File: src/rtl/mem_stage.sv
// rtl/mem_stage.sv - MEM pipeline stage: single-outstanding data bus access, store lane encoding, load formatting.
module mem_stage (
   input  logic        clk,
   input  logic        rst,
   input  logic [4:0]  rd,
   input  logic        regwe,
   input  logic [31:0] result,
   input  logic [2:0]  loadctl,
   input  logic [2:0]  storectl,
   input  logic [31:0] storedata,
   input  logic [5:0]  stall,
   output logic [4:0]  rd_o,
   output logic        regwe_o,
   output logic [31:0] wdata_o,
   output logic        stallreq_o,
   output logic        mem_req_o,
   output logic        mem_we_o,
   output logic [31:0] mem_addr_o,
   output logic [3:0]  mem_be_o,
   output logic [31:0] mem_wdata_o,
   input  logic [31:0] mem_rdata,
   input  logic        mem_ack,
   output logic        misalign_o
);
   typedef enum logic [1:0] {IDLE = 2'd0, REQ = 2'd1, DONE = 2'd2} state_t;

   state_t      state_q, state_d, cur_state;
   logic [31:0] addr_q, addr_d, mwdata_q, mwdata_d, rdata_q, rdata_d;
   logic [3:0]  be_q, be_d;
   logic        we_q, we_d;
   logic [4:0]  rd_q, rd_d;
   logic [2:0]  ld_q, ld_d;
   logic [1:0]  off_q, off_d;

   logic        is_ld, is_st, mem_op, misal;
   logic [1:0]  size;
   logic [3:0]  st_be;
   logic [31:0] st_wdata, ld_data;
   logic [7:0]  byte_sel;
   logic [15:0] half_sel;
   logic        unused_stall;

   assign unused_stall = ^{stall[5], stall[3:0]};

   // Loads win over stores; size code is shared by both encodings (01 byte, 10 half, 11 word).
   assign is_ld  = |loadctl;
   assign is_st  = ~is_ld & (|storectl);
   assign mem_op = is_ld | is_st;
   assign size   = is_ld ? loadctl[1:0] : storectl[1:0];
   assign misal  = mem_op & (((size == 2'b10) & result[0]) | ((size == 2'b11) & (|result[1:0])));

   always_comb begin
      st_be    = 4'b1111;
      st_wdata = storedata;
      case (storectl[1:0])
         2'b01: begin
            st_be    = 4'b0001 << result[1:0];
            st_wdata = {4{storedata[7:0]}};
         end
         2'b10: begin
            st_be    = 4'b0011 << result[1:0];
            st_wdata = {2{storedata[15:0]}};
         end
         default: ;
      endcase
   end

   assign byte_sel = rdata_q[{off_q, 3'b000} +: 8];
   assign half_sel = off_q[1] ? rdata_q[31:16] : rdata_q[15:0];

   always_comb begin
      case (ld_q[1:0])
         2'b01:   ld_data = {{24{~ld_q[2] & byte_sel[7]}}, byte_sel};
         2'b10:   ld_data = {{16{~ld_q[2] & half_sel[15]}}, half_sel};
         default: ld_data = rdata_q;
      endcase
   end

   // Combinational outputs behave as IDLE while reset is held.
   assign cur_state = rst ? IDLE : state_q;

   always_comb begin
      state_d    = state_q;
      addr_d     = addr_q;
      mwdata_d   = mwdata_q;
      rdata_d    = rdata_q;
      be_d       = be_q;
      we_d       = we_q;
      rd_d       = rd_q;
      ld_d       = ld_q;
      off_d      = off_q;
      rd_o       = rd;
      regwe_o    = regwe;
      wdata_o    = result;
      stallreq_o = 1'b0;
      misalign_o = 1'b0;
      case (cur_state)
         IDLE: begin
            if (misal) begin
               misalign_o = 1'b1;
               regwe_o    = 1'b0;
            end else if (mem_op) begin
               stallreq_o = 1'b1;
               regwe_o    = 1'b0;
               state_d    = REQ;
               addr_d     = {result[31:2], 2'b00};
               we_d       = is_st;
               be_d       = is_st ? st_be : 4'b1111;
               mwdata_d   = is_st ? st_wdata : 32'd0;
               rd_d       = rd;
               ld_d       = is_ld ? loadctl : 3'b000;
               off_d      = result[1:0];
            end
         end
         REQ: begin
            rd_o       = rd_q;
            regwe_o    = 1'b0;
            wdata_o    = 32'd0;
            stallreq_o = 1'b1;
            if (mem_ack) begin
               rdata_d = mem_rdata;
               state_d = DONE;
            end
         end
         DONE: begin
            rd_o    = rd_q;
            regwe_o = |ld_q;
            wdata_o = (|ld_q) ? ld_data : 32'd0;
            if (!stall[4]) state_d = IDLE;
         end
         default: state_d = IDLE;
      endcase
   end

   always_ff @(posedge clk) begin
      if (rst) begin
         state_q  <= IDLE;
         addr_q   <= 32'd0;
         mwdata_q <= 32'd0;
         rdata_q  <= 32'd0;
         be_q     <= 4'd0;
         we_q     <= 1'b0;
         rd_q     <= 5'd0;
         ld_q     <= 3'd0;
         off_q    <= 2'd0;
      end else begin
         state_q  <= state_d;
         addr_q   <= addr_d;
         mwdata_q <= mwdata_d;
         rdata_q  <= rdata_d;
         be_q     <= be_d;
         we_q     <= we_d;
         rd_q     <= rd_d;
         ld_q     <= ld_d;
         off_q    <= off_d;
      end
   end

   assign mem_req_o   = (state_q == REQ);
   assign mem_we_o    = we_q;
   assign mem_addr_o  = addr_q;
   assign mem_be_o    = be_q;
   assign mem_wdata_o = mwdata_q;
endmodule
File: config.mk
export PLATFORM = sky130hd
export DESIGN_NAME = mem_stage
export DESIGN_NICKNAME = d
export VERILOG_FILES = /design/src/rtl/mem_stage.sv
export SDC_FILE = /design/constraint.sdc
export NUM_CORES = 1
export LEC_CHECK = 0
export BUFFER_PORTS_ARGS = -buffer_cell sky130_fd_sc_hd__buf_2
export CAP_MARGIN = 20
export CORE_MARGIN = 2
export CORE_UTILIZATION = 41
export CTS_CLUSTER_DIAMETER = 40
export DETAILED_ROUTE_END_ITERATION = 8
export GPL_TIMING_DRIVEN = 1
export PLACE_DENSITY = 0.72
export SETUP_SLACK_MARGIN = 0.3
export SYNTH_ARGS = -nofsm -noshare
export SYNTH_HDL_FRONTEND = slang
export SYNTH_SLANG_ARGS = --single-unit
File: constraint.sdc
create_clock -name clk -period 2.7 [get_ports clk]
set_clock_uncertainty 0.05 [all_clocks]
set_input_delay 0.27 -clock clk [delete_from_list [all_inputs] [get_ports clk]]
set_output_delay 0.27 -clock clk [all_outputs]
set_load 0.02 [all_outputs]
After elaboration in Yosys (flattened, before gate mapping). Cells that the tools add are included. W data, S select, Z words.

Bits in registers: 111. Output and inout bits: 110. Input bits: 117. Word-level logic and storage cells: 70.

Equal/unequal tests: 13. Shifts and indexed selects: 3. Mux-type cells: 25. Reduce and logical (&&, ||, !) cells: 9. Bitwise operators: 11.

Operator list (count): $pmux W32 S2 (3); $mux W32 (2); $shiftx A32 B6 Y8 (1); $mux W16 (1); $mux W2 (6); $eq A2 B2 Y1 const B (5); $reduce_or A3 Y1 (3); $eq A2 B1 Y1 const B (4); $ne A2 B2 Y1 const B (4); $pmux W4 S2 (1); $and A1 B1 Y1 (6); $mux W1 (6); $pmux W2 S3 (1); $mux W5 (1); $mux W4 (1); $reduce_and A4 Y1 (1); $reduce_or A2 Y1 (2); $shl A1 B2 Y4 const A (1); $shl A2 B2 Y4 const A (1); $mux W3 (1); $not A1 Y1 (3); $pmux W1 S3 (1); $reduce_and A3 Y1 (1); $logic_not A2 Y1 (1); 3 further kinds (4).

Longest topological paths before layout. Gate-level depths: netlist of the first run.

Depth after elaboration: 8. Depth in mapped cells: 9. Mapped depth without buffers: 6.

Least setup slack after synthesis of the first run. OpenSTA, ideal clock, no wires.

Kind: input port to output port. Start point: input rst. End point: output wdata_o[16]. Slack: 0.167 ns. Data required time: 2.380 ns. Path buffers: 3. Stages: 8. Data arrival time: 2.213 ns. Cells stage by stage: clkbuf_1 > nand2b_1 > ha_1 > buf_4 > o211ai_2 > nor2_1 > clkbuf_1 > a221o_1.

Cells in the longest elaborated chain, start to end: 3. Elaborated cells on any way between the ends: 4. Those cells by class: 2 x eq/ne; 2 x mux.

RTL lines: start, declared (line 4) `input logic rst,`; $mux W2 (*) (line 80) `assign cur_state = rst ? IDLE : state_q;`; $eq A2 B2 Y1 or $eq A2 B1 Y1 (tied branches) (line 97) `case (cur_state)`; $pmux W32 S2 (*) (line 97); end, declared (line 14) `output logic [31:0] wdata_o,`.

Mark *: on every way between the ends. The rest lies on a longest branch, timed or not.

Final worst setup path of the first run.
Start point: register ld_q[1]. End point: output wdata_o[21].

Cells in the longest elaborated chain, start to end: 4. Elaborated cells on any way between the ends: 6. Those cells by class: 2 x eq/ne; 3 x mux; 1 x reduce/logical.

RTL lines: start, declared (line 32) `logic [2:0] ld_q, ld_d;`; start signal, assigned (line 154) `ld_q <= ld_d;`; $eq A2 B2 Y1 or $eq A2 B1 Y1 (tied branches) (line 72) `case (ld_q[1:0])`; $pmux W32 S2 (line 72); $mux W32 (*) (line 128) `wdata_o = (|ld_q) ? ld_data : 32'd0;`; $pmux W32 S2 (*) (line 97).

Marks and branches as above.

==> results.sh, run 1 <==
export IMPL_run_status="finished, final reports clean"
export IMPL_multiInputGateArea_um2=3360
export IMPL_holdWs_ps=91.9
export IMPL_synth_async_sr_flop_share=0
export IMPL_grt_max_degree=50
export IMPL_cap_violations=0
export IMPL_groute_usage_overall=0.261
export IMPL_vias=6204
export IMPL_maximum_clock_frequency_ghz=0.412
export IMPL_via_count_of_the_first_global_routing_pass=5752
export IMPL_p_leak_uw=0.00332
export IMPL_routability_congestion_estimate_from_global_placement=0.930
export IMPL_routedWlPerCell_um=18.9
export IMPL_drive_above_1_share=0.391
export IMPL_ys_seq_area_frac=0.392
export IMPL_hpwl_um=13700
export IMPL_drt_first_pass_iters=5
export IMPL_synth_area_per_cell_um2=8.57
export IMPL_clk_pin_slew_ps=70
export IMPL_top_level_ports=227
export IMPL_tns_ps=0
export IMPL_vdd_drop_max_uv=447
export IMPL_grt_overflow_total=0
export IMPL_die_height_um=122
export IMPL_yosysTopAreaCell="sky130_fd_sc_hd__dfxtp_1"
export IMPL_die_area_um2=14800
export IMPL_initial_antenna_violation_count=2
export IMPL_report_final_setup_viol=0
export IMPL_critical_path_startpoint_type="register"
export IMPL_fp_dieW_um=122
export IMPL_initial_utilization=0.423
export IMPL_power_per_cell_area_nw_per_um2=543
export IMPL_flip_flop_and_latch_count_after_synthesis=111
export IMPL_cts_tree="done"
export IMPL_netlist_area_um2=5670
export IMPL_tightestPinTransition_ps=667
export IMPL_clock_sinks=111
export IMPL_cp_end_kind="output pin"
export IMPL_synthFlopType="sky130_fd_sc_hd__dfxtp_1"
export IMPL_maxSlewHeadroom=0.555
export IMPL_timing_critical_path_fanout_max=8
export IMPL_rsz0062_at_grt="yes"
export IMPL_hold_path_startpoint="mem_rdata[23]"
export IMPL_cts_htree_levels=3
export IMPL_finalCoreUtilization=0.573
export IMPL_critical_path_reg2reg_startpoint="state_q[1]"
export IMPL_via_per_inst=5.94
export IMPL_slew_viol_final=0
export IMPL_cts_path_max_buffers=2
export IMPL_holdBufCountCts=0
export IMPL_numCtsBuffers=9
export IMPL_timing_critical_path_arrival_ps=2110
export IMPL_clk_insertion_delay_late_ps=350
export IMPL_synth_yosys_warnings=0
export IMPL_hold_path_class="input port to register"
export IMPL_setup_reg_to_reg_worst_slack_ps=780
export IMPL_critical_path_required_ps=2380
export IMPL_core_region_area_um2=13400
export IMPL_min_period_ps=2430
export IMPL_synth_distinct_cells=56
export IMPL_cell_at_the_root_of_the_clock_tree="sky130_fd_sc_hd__clkbuf_16"
export IMPL_number_of_nets_with_antenna_violations_after_detailed_routing=0
export IMPL_seq_area_um2=2230
export IMPL_drt_wl_total_um=19700
export IMPL_hold_viol=0
export IMPL_layout_nets=989
export IMPL_netlist_top_cells_area="sky130_fd_sc_hd__dfxtp_1, sky130_fd_sc_hd__a21oi_1, sky130_fd_sc_hd__nand2_1, sky130_fd_sc_hd__o31ai_1, sky130_fd_sc_hd__nand4_1"
export IMPL_filler_cell_count=1220
export IMPL_floorplan_rows=42
export IMPL_io_buffer_count=219
export IMPL_postSynthCellCount=662
export IMPL_timing_final_crit_share=0.899
export IMPL_synthDominantCellAreaShare=0.392
export IMPL_critical_path_startpoint="ld_q[1]"
export IMPL_wire_length_of_the_first_global_routing_pass_um=30300
export IMPL_remaining_drc_errors=0
export IMPL_crit_type="register to output pin"
export IMPL_synth_enable_flop_cells=0
export IMPL_drt_first_iter_violations=698
export IMPL_syn2layout_area_growth_pct=35.5
## worst max-delay path, stage by stage, from the launching register on
cell	delay, ps
sky130_fd_sc_hd__dfxtp_4	370
sky130_fd_sc_hd__inv_4	50
sky130_fd_sc_hd__ha_4	160
sky130_fd_sc_hd__and2_4	190
sky130_fd_sc_hd__o21ai_1	250
sky130_fd_sc_hd__a211oi_4	130
sky130_fd_sc_hd__buf_6	160
sky130_fd_sc_hd__a221o_1	280
sky130_fd_sc_hd__buf_2	170
## Yosys cell counts, types with 2 or more instances
library cell                instances
sky130_fd_sc_hd__a21oi_1           88
sky130_fd_sc_hd__buf_4              7
sky130_fd_sc_hd__o21ai_0            3
sky130_fd_sc_hd__a31oi_1           14
sky130_fd_sc_hd__a21o_1             8
sky130_fd_sc_hd__nor2b_1           10
sky130_fd_sc_hd__o31ai_1           40
sky130_fd_sc_hd__buf_2             10
sky130_fd_sc_hd__nand2_1           85
sky130_fd_sc_hd__o2bb2ai_1         15
sky130_fd_sc_hd__buf_1              5
sky130_fd_sc_hd__nand4_1           38
sky130_fd_sc_hd__a22oi_1           16
sky130_fd_sc_hd__a22o_1            15
sky130_fd_sc_hd__nor2_1            19
sky130_fd_sc_hd__ha_1              11
sky130_fd_sc_hd__a21boi_0           2
sky130_fd_sc_hd__or2_2              4
sky130_fd_sc_hd__nand2b_1           6
sky130_fd_sc_hd__a32o_1             2
sky130_fd_sc_hd__dfxtp_1          111
sky130_fd_sc_hd__o211ai_1           7
sky130_fd_sc_hd__o21bai_1           2
sky130_fd_sc_hd__clkbuf_1          48
sky130_fd_sc_hd__a221o_1           22
sky130_fd_sc_hd__inv_1             10
sky130_fd_sc_hd__nand3_1            3
sky130_fd_sc_hd__nor3_2             2
sky130_fd_sc_hd__and2_1             3
sky130_fd_sc_hd__mux2_2            16
sky130_fd_sc_hd__nor3_1             2
sky130_fd_sc_hd__a311oi_1          13
sky130_fd_sc_hd__nor3b_2            2
## routing by layer
layer	track usage	up-vias	part of all wire
met2	0.397	319	0.45
met1	0.356	2916	0.43
met4	0.119	0	0.042
met5	0	-	0
met3	0.0566	63	0.075
li1	-	2906	-
## timing repair
item,4_1_cts,5_1_grt
buffers inserted,6,7
cloned,4,0
gates resized for setup,48,33
pin swaps,1,10
setup endpoints to repair,34,32
## stage by stage
step	setup WS (ps)	cells	instance area, µm²	total power [µW]
final	273	1044	7680	4170
after global routing	228	1044	7680	4350
after CTS	279	1035	7500	4140
after detailed placement	258	1009	6870	2770
after global placement	281	1009	6870	2770
after floorplan	304	663	5680	2430
## worst paths after layout
kind                          end  cells after the start
setup / recovery      wdata_o[21]                      8
hold reg to reg   mem_wdata_o[13]                      1
hold / removal        rdata_q[23]                      3
setup reg to reg  mem_wdata_o[31]                      6
## kinds of logic (layout without fill, tap and decap cells)
| kind of cell | Yosys count | in the layout | share of synthesized area |
|---|---|---|---|
| AOI/OAI and AO/OA | 258 | 258 | 0.323 |
| adders and majority gates | 11 | 11 | 0.0243 |
| buffers and inverters | 83 | 286 | 0.0633 |
| DFF | 111 | 111 | 0.392 |
| muxes | 18 | 18 | 0.0375 |
| other | 1 | 4 | 0.000661 |
| and+or+nand+nor | 180 | 180 | 0.159 |
## flip-flops by register name (all words and copies together) (netlist names)
| register | cells |
|---|---|
| ld_q | 3 |
| rdata_q | 32 |
| mem_wdata_o | 32 |
| off_q | 2 |
| rd_q | 5 |
| mem_we_o | 1 |
| state_q | 2 |
| mem_addr_o | 30 |
| mem_be_o | 4 |
## power by group
part	internal (µW)	switching (µW)	total (µW)
clock network	659	623	1280
logic	441	665	1110
registers	1720	60.4	1780
## cell type report
type,instances,share of cell area
Clock inverter,5,0.00537
Timing Repair Buffer,258,0.199
Multi-Input combinational cell,469,0.437
Inverter,11,0.00651
Antenna cell,2,0.000651
Clock buffer,11,0.0316
Timing Repair inverter,1,0.000977
Tap cell,176,0.0287
Sequential cell,111,0.291
## layout by cell type (no fill, tap or decap), drive strengths merged, types with 3 or more instances in the layout
cell type	n
a311oi	13
buf	256
nor3	4
clkinvlp	4
nand2b	6
nand3	3
dfxtp	111
inv	10
nand2	85
a22o	15
or2	5
a22oi	16
nand4	38
o21ai	4
a21oi	88
a221o	22
mux2	16
clkinv	3
nor2b	10
a31oi	15
a21o	8
clkbuf	11
o211ai	8
and2	3
o31ai	40
ha	11
o2bb2ai	15
nor2	19
Power figures use the tool's default switching activity.
==> run 2: changes to the inputs <==
CORE_ASPECT_RATIO = 0.75   (was not set)
CTS_CLUSTER_DIAMETER = not set   (was 40)
==> run 2 against run 1 <==
Effect of this change:
- core utilization is 0.19 points higher
- combinational power up 4%
- first-iteration DRC count is 20% higher
- register-to-register slack about the same
- die area about the same
- critical path depth is the same
- sequential share of layout area decreased by 0.51 points
- critical endpoint is now wdata_o[20]
- largest power group unchanged
==> results.sh, run 2 (synthesized netlist as in run 1, its figures left out) <==
export IMPL_die_height_um=106
export IMPL_drt_wl_total_um=21200
export IMPL_critical_path_startpoint_type="register"
export IMPL_dr_wl_met3_um=2250
export IMPL_cap_violations=0
export IMPL_top_level_ports=227
export IMPL_fp_dieW_um=140
export IMPL_timing_critical_path_arrival_ps=2200
export IMPL_wire_length_of_the_first_global_routing_pass_um=31700
export IMPL_io_buffer_count=219
export IMPL_holdBufCountCts=0
export IMPL_placed_cells=1009
export IMPL_tns_ps=0
export IMPL_report_final_setup_viol=0
export IMPL_via_per_inst=6.01
export IMPL_drt_first_pass_iters=8
export IMPL_vias=6334
export IMPL_critical_path_required_ps=2380
export IMPL_timing_critical_path_fanout_max=8
export IMPL_postPlaceCellArea_um2=6870
export IMPL_cell_at_the_root_of_the_clock_tree="sky130_fd_sc_hd__clkbuf_16"
export IMPL_via_count_of_the_first_global_routing_pass=5751
export IMPL_routability_congestion_estimate_from_global_placement=0.922
export IMPL_cts_path_max_buffers=2
export IMPL_core_region_area_um2=13600
export IMPL_overall_power_of_the_completed_layout_uw=4300
export IMPL_maxSlewHeadroom=0.532
export IMPL_layout_cells_most_common_list="sky130_fd_sc_hd__buf_2, sky130_fd_sc_hd__dfxtp_1, sky130_fd_sc_hd__nand2_1, sky130_fd_sc_hd__a21oi_1, sky130_fd_sc_hd__buf_4"
export IMPL_initial_utilization=0.417
export IMPL_grt_max_degree=58
export IMPL_min_period_ps=2520
export IMPL_power_per_cell_area_nw_per_um2=549
export IMPL_die_area_um2=14800
export IMPL_slew_viol_final=0
export IMPL_slowest_stage="sky130_fd_sc_hd__dfxtp_4"
export IMPL_floorplan_rows=37
export IMPL_tightestPinTransition_ps=702
export IMPL_dr_wl_met2_um=8970
export IMPL_maximum_clock_frequency_ghz=0.397
export IMPL_post_route_cell_area_um2=7830
export IMPL_crit_type="register to output pin"
export IMPL_syn2layout_area_growth_pct=38.1
export IMPL_highest_layer="met5"
export IMPL_final_common_cell="sky130_fd_sc_hd__buf_2"
export IMPL_finish_cell_count_without_fillers=1054
export IMPL_cp_end_kind="output pin"
export IMPL_remaining_drc_errors=0
export IMPL_hold_path_class="input port to register"
export IMPL_p_leak_uw=0.00337
export IMPL_drt_first_iter_violations=835
export IMPL_run_status="finished, final reports clean"
export IMPL_routedWlPerCell_um=20.1
export IMPL_rsz0062_at_grt="yes"
export IMPL_grt_overflow_total=0
export IMPL_vdd_drop_max_uv=355
export IMPL_number_of_nets_with_antenna_violations_after_detailed_routing=0
export IMPL_layout_nets=1001
export IMPL_worst_path_largest_cell_delay_ps=370
export IMPL_cts_htree_levels=3
export IMPL_worst_path_dominant_cell_family="compound AO/OA/AOI/OAI gates"
export IMPL_groute_usage_overall=0.268
export IMPL_timing_critical_path_buf_inv=4
export IMPL_detail_route_wirelength_met1_um=9400
export IMPL_setup_reg_to_reg_worst_slack_ps=780
export IMPL_clock_sinks=111
export IMPL_cts_tree="done"
export IMPL_initial_antenna_violation_count=2
export IMPL_hpwl_um=14000
export IMPL_numCtsBuffers=9
export IMPL_hold_viol=0
export IMPL_cp_cell_sequence="inv_4, ha_4, clkinvlp_4, o211ai_4, nor2_4, buf_6, a221o_1, buf_2"
export IMPL_timing_final_crit_share=0.933
export IMPL_clk_insertion_delay_late_ps=360
export IMPL_clk_pin_slew_ps=80
export IMPL_finalCoreUtilization=0.575
export IMPL_drive_above_1_share=0.402
==> run 2: cell types whose count changed in the layout (fill, tap and decap cells not counted), moves of 3 or more <==
cell	previous run	this run
sky130_fd_sc_hd__buf_2	204	200
sky130_fd_sc_hd__inv_6	1	4
sky130_fd_sc_hd__buf_6	9	21
sky130_fd_sc_hd__buf_4	40	44
==> run 2: power by group <==
part           switching, µW  internal, µW  total (µW)
registers               62.3          1720        1790
clock network            682           680        1360
logic                    699           456        1150
==> run 2: final cells by class <==
cell class              count  area [µm²]
inverters                  11        56.3
flip-flops and latches    111        2240
well taps                 175         219
clock inverters             6        57.6
clock buffers              10         239
repair inverters            2        15.0
repair buffers            268        1630
diodes                      1        2.50
fillers                  1244        5780
multi-input cells         470        3380
==> run 2: repair_timing <==
| item | 4_1_cts | 5_1_grt |
|---|---|---|
| gates cloned | 4 | 1 |
| resized for setup | 77 | 26 |
| endpoints found under the setup margin | 32 | 32 |
| buffers inserted | 14 | 9 |
| pin swaps | 5 | 8 |
==> run 2: final timing paths <==
path,cells after the start,to,from
max,8,wdata_o[20],ld_q[1]
min,3,rdata_q[28],mem_rdata[28]
max reg2reg,6,mem_wdata_o[15],state_q[1]
min reg2reg,2,rdata_q[2],rdata_q[2]
==> run 2: routing by layer <==
metal,vias up,GRT usage
met5,-,0
met4,2,0.0707
met3,63,0.0650
met2,394,0.386
met1,2947,0.398
li1,2928,-
==> run 2: tightest hold or removal path: cells and delay by family <==
kind                   cells  cell delay (ps)
AOI/OAI and AO/OA          1               50
and+or+nand+nor            1               50
buffers and inverters      1               90
==> run 2: per-stage QoR <==
| stage | hold WS, ps | setup WS, ps |
|---|---|---|
| final | 94.5 | 182 |
| after global routing | 93.8 | 133 |
| after CTS | 89.7 | 257 |
| after detailed placement | 396 | 242 |
| after global placement | 392 | 245 |
| after floorplan | 353 | 304 |
==> run 3: changes to the inputs <==
CORE_UTILIZATION = 40   (was 41)
PLACE_DENSITY = 0.71   (was 0.72)
==> run 3 against run 2 <==
Effect of this change:
- final cell count decreased by 0.76%
- critical path depth unchanged
- sequential power barely moved
- global-route usage is 0.21 points lower
- via count is 0.17% lower
- maximum frequency rose by 2.9%
- combinational power is essentially flat
- core utilization fell by 1.7 points
- die area up 2.4%
- setup slack gained 72 ps
- clock-buffer cell count is the same
- largest power group unchanged
==> results.sh, run 3 (synthesized netlist as in run 1, its figures left out) <==
export IMPL_timing_critical_path_buf_inv=4
export IMPL_tns_ps=0
export IMPL_vdd_drop_max_uv=324
export IMPL_slew_viol_final=0
export IMPL_dr_wl_met2_um=8920
export IMPL_dr_wl_met3_um=2080
export IMPL_tightestPinTransition_ps=662
export IMPL_ant_diodes=0
export IMPL_rsz0062_at_grt="yes"
export IMPL_p_leak_uw=0.00332
export IMPL_detail_route_wirelength_met1_um=9510
export IMPL_worst_r2r_path_depth=7
export IMPL_cell_at_the_root_of_the_clock_tree="sky130_fd_sc_hd__clkbuf_16"
export IMPL_layout_nets=994
export IMPL_timing_critical_path_arrival_ps=2130
export IMPL_placed_cells=1009
export IMPL_postPlaceCellArea_um2=6880
export IMPL_drt_wl_total_um=21000
export IMPL_maxSlewHeadroom=0.558
export IMPL_remaining_drc_errors=0
export IMPL_crit_type="register to output pin"
export IMPL_clk_insertion_delay_late_ps=360
export IMPL_report_final_setup_viol=0
export IMPL_drt_first_iter_violations=858
export IMPL_vias=6323
export IMPL_final_common_cell="sky130_fd_sc_hd__buf_2"
export IMPL_via_per_inst=6.04
export IMPL_die_area_um2=15200
export IMPL_cap_violations=0
export IMPL_timing_rr_end="mem_wdata_o[31]"
export IMPL_timing_critical_path_fanout_max=15
export IMPL_cts_htree_levels=3
export IMPL_grt_overflow_total=0
export IMPL_drt_first_pass_iters=6
export IMPL_min_period_ps=2450
export IMPL_routability_congestion_estimate_from_global_placement=0.896
export IMPL_groute_usage_overall=0.266
export IMPL_path_depth=8
export IMPL_timing_final_crit_share=0.906
export IMPL_initial_utilization=0.411
export IMPL_via_count_of_the_first_global_routing_pass=5622
export IMPL_die_height_um=107
export IMPL_cp_cell_sequence="inv_4, ha_4, clkinvlp_4, o211ai_4, nor2_2, buf_6, a221o_1, buf_4"
export IMPL_numCtsBuffers=9
export IMPL_layout_cells_most_common_list="sky130_fd_sc_hd__buf_2, sky130_fd_sc_hd__dfxtp_1, sky130_fd_sc_hd__a21oi_1, sky130_fd_sc_hd__nand2_1, sky130_fd_sc_hd__buf_4"
export IMPL_top_level_ports=227
export IMPL_clk_pin_slew_ps=80
export IMPL_floorplan_rows=37
export IMPL_post_route_cell_area_um2=7700
export IMPL_core_region_area_um2=13800
export IMPL_hold_path_class="input port to register"
export IMPL_cts_tree="done"
export IMPL_fp_dieW_um=141
export IMPL_worstHoldPathCells=3
export IMPL_io_buffer_count=219
export IMPL_power_per_cell_area_nw_per_um2=558
export IMPL_clock_sinks=111
export IMPL_critical_path_reg2reg_startpoint="state_q[0]"
export IMPL_holdBufCountCts=0
export IMPL_worst_path_dominant_cell_family="compound AO/OA/AOI/OAI gates"
export IMPL_routedWlPerCell_um=20.1
export IMPL_finalCoreUtilization=0.558
export IMPL_critical_path_startpoint_type="register"
export IMPL_initial_antenna_violation_count=0
export IMPL_worst_path_largest_cell_delay_ps=380
export IMPL_grt_max_degree=61
export IMPL_hpwl_um=14300
export IMPL_cp_end_kind="output pin"
export IMPL_slowest_stage="sky130_fd_sc_hd__dfxtp_4"
export IMPL_wire_length_of_the_first_global_routing_pass_um=31700
export IMPL_drive_above_1_share=0.394
export IMPL_maximum_clock_frequency_ghz=0.409
export IMPL_finish_cell_count_without_fillers=1046
export IMPL_cts_path_max_buffers=2
export IMPL_highest_layer="met4"
export IMPL_syn2layout_area_growth_pct=35.7
export IMPL_setup_reg_to_reg_worst_slack_ps=600
export IMPL_hold_viol=0
export IMPL_run_status="finished, final reports clean"
export IMPL_critical_path_required_ps=2380
export IMPL_number_of_nets_with_antenna_violations_after_detailed_routing=0
export IMPL_hold_path_startpoint="mem_rdata[25]"
export IMPL_hold_endpoint="rdata_q[25]"
-- run 3: cell count changes in the layout (fill, tap and decap cells not counted), moves of 2 or more --
cell	change
sky130_fd_sc_hd__buf_2	-2
sky130_fd_sc_hd__a311oi_4	-2
sky130_fd_sc_hd__a311oi_2	+2
sky130_fd_sc_hd__inv_2	+2
sky130_fd_sc_hd__a21oi_1	+2
sky130_fd_sc_hd__inv_4	-2
sky130_fd_sc_hd__a21oi_2	-2
sky130_fd_sc_hd__buf_6	-12
sky130_fd_sc_hd__buf_4	+5
-- run 3: metrics by stage --
| step | worst slack (ps) | hold slack, ps | power [µW] |
|---|---|---|---|
| final | 254 | 89.9 | 4290 |
| after global routing | 180 | 86.5 | 4460 |
| after CTS | 302 | 87.6 | 4220 |
| after detailed placement | 233 | 397 | 2780 |
| after global placement | 268 | 392 | 2780 |
| after floorplan | 304 | 353 | 2430 |
-- run 3: how the worst max path moves through the flow --
stage	startpoint	endpoint	slack, ps
after floorplan	rst	wdata_o[16]	300
after global placement	rst	wdata_o[13]	270
after detailed placement	rst	wdata_o[13]	230
after CTS	off_q[1]	wdata_o[11]	300
after global routing	ld_q[0]	wdata_o[29]	180
final	ld_q[0]	wdata_o[29]	250
-- run 3: what timing repair did --
item,4_1_cts,5_1_grt
cloned,4,1
gates resized for setup,49,35
buffers inserted,12,4
setup endpoints to repair,32,32
pin swaps,4,6
-- run 3: area by class of cell --
class | instances | area (µm²)
Fill cell | 1266 | 6100
Multi-Input combinational cell | 470 | 3330
Sequential cell | 111 | 2230
Timing Repair Buffer | 260 | 1540
Clock buffer | 10 | 239
Tap cell | 175 | 219
Clock inverter | 6 | 57.6
Inverter | 11 | 51.3
Timing Repair inverter | 3 | 22.5
-- run 3: layer usage --
metal | track usage | up-vias
met5 | 0 | -
met4 | 0.0607 | 0
met3 | 0.0616 | 54
met2 | 0.384 | 375
met1 | 0.399 | 2964
li1 | - | 2930
-- run 3: tightest hold or removal path, stage by stage --
cell	delay, ps
sky130_fd_sc_hd__buf_2	90
sky130_fd_sc_hd__nand2_1	40
sky130_fd_sc_hd__a21oi_1	50
-- run 3: where the power goes --
| part | internal (µW) | switching (µW) |
|---|---|---|
| clock | 681 | 701 |
| sequential | 1720 | 66.9 |
| combinational | 440 | 682 |
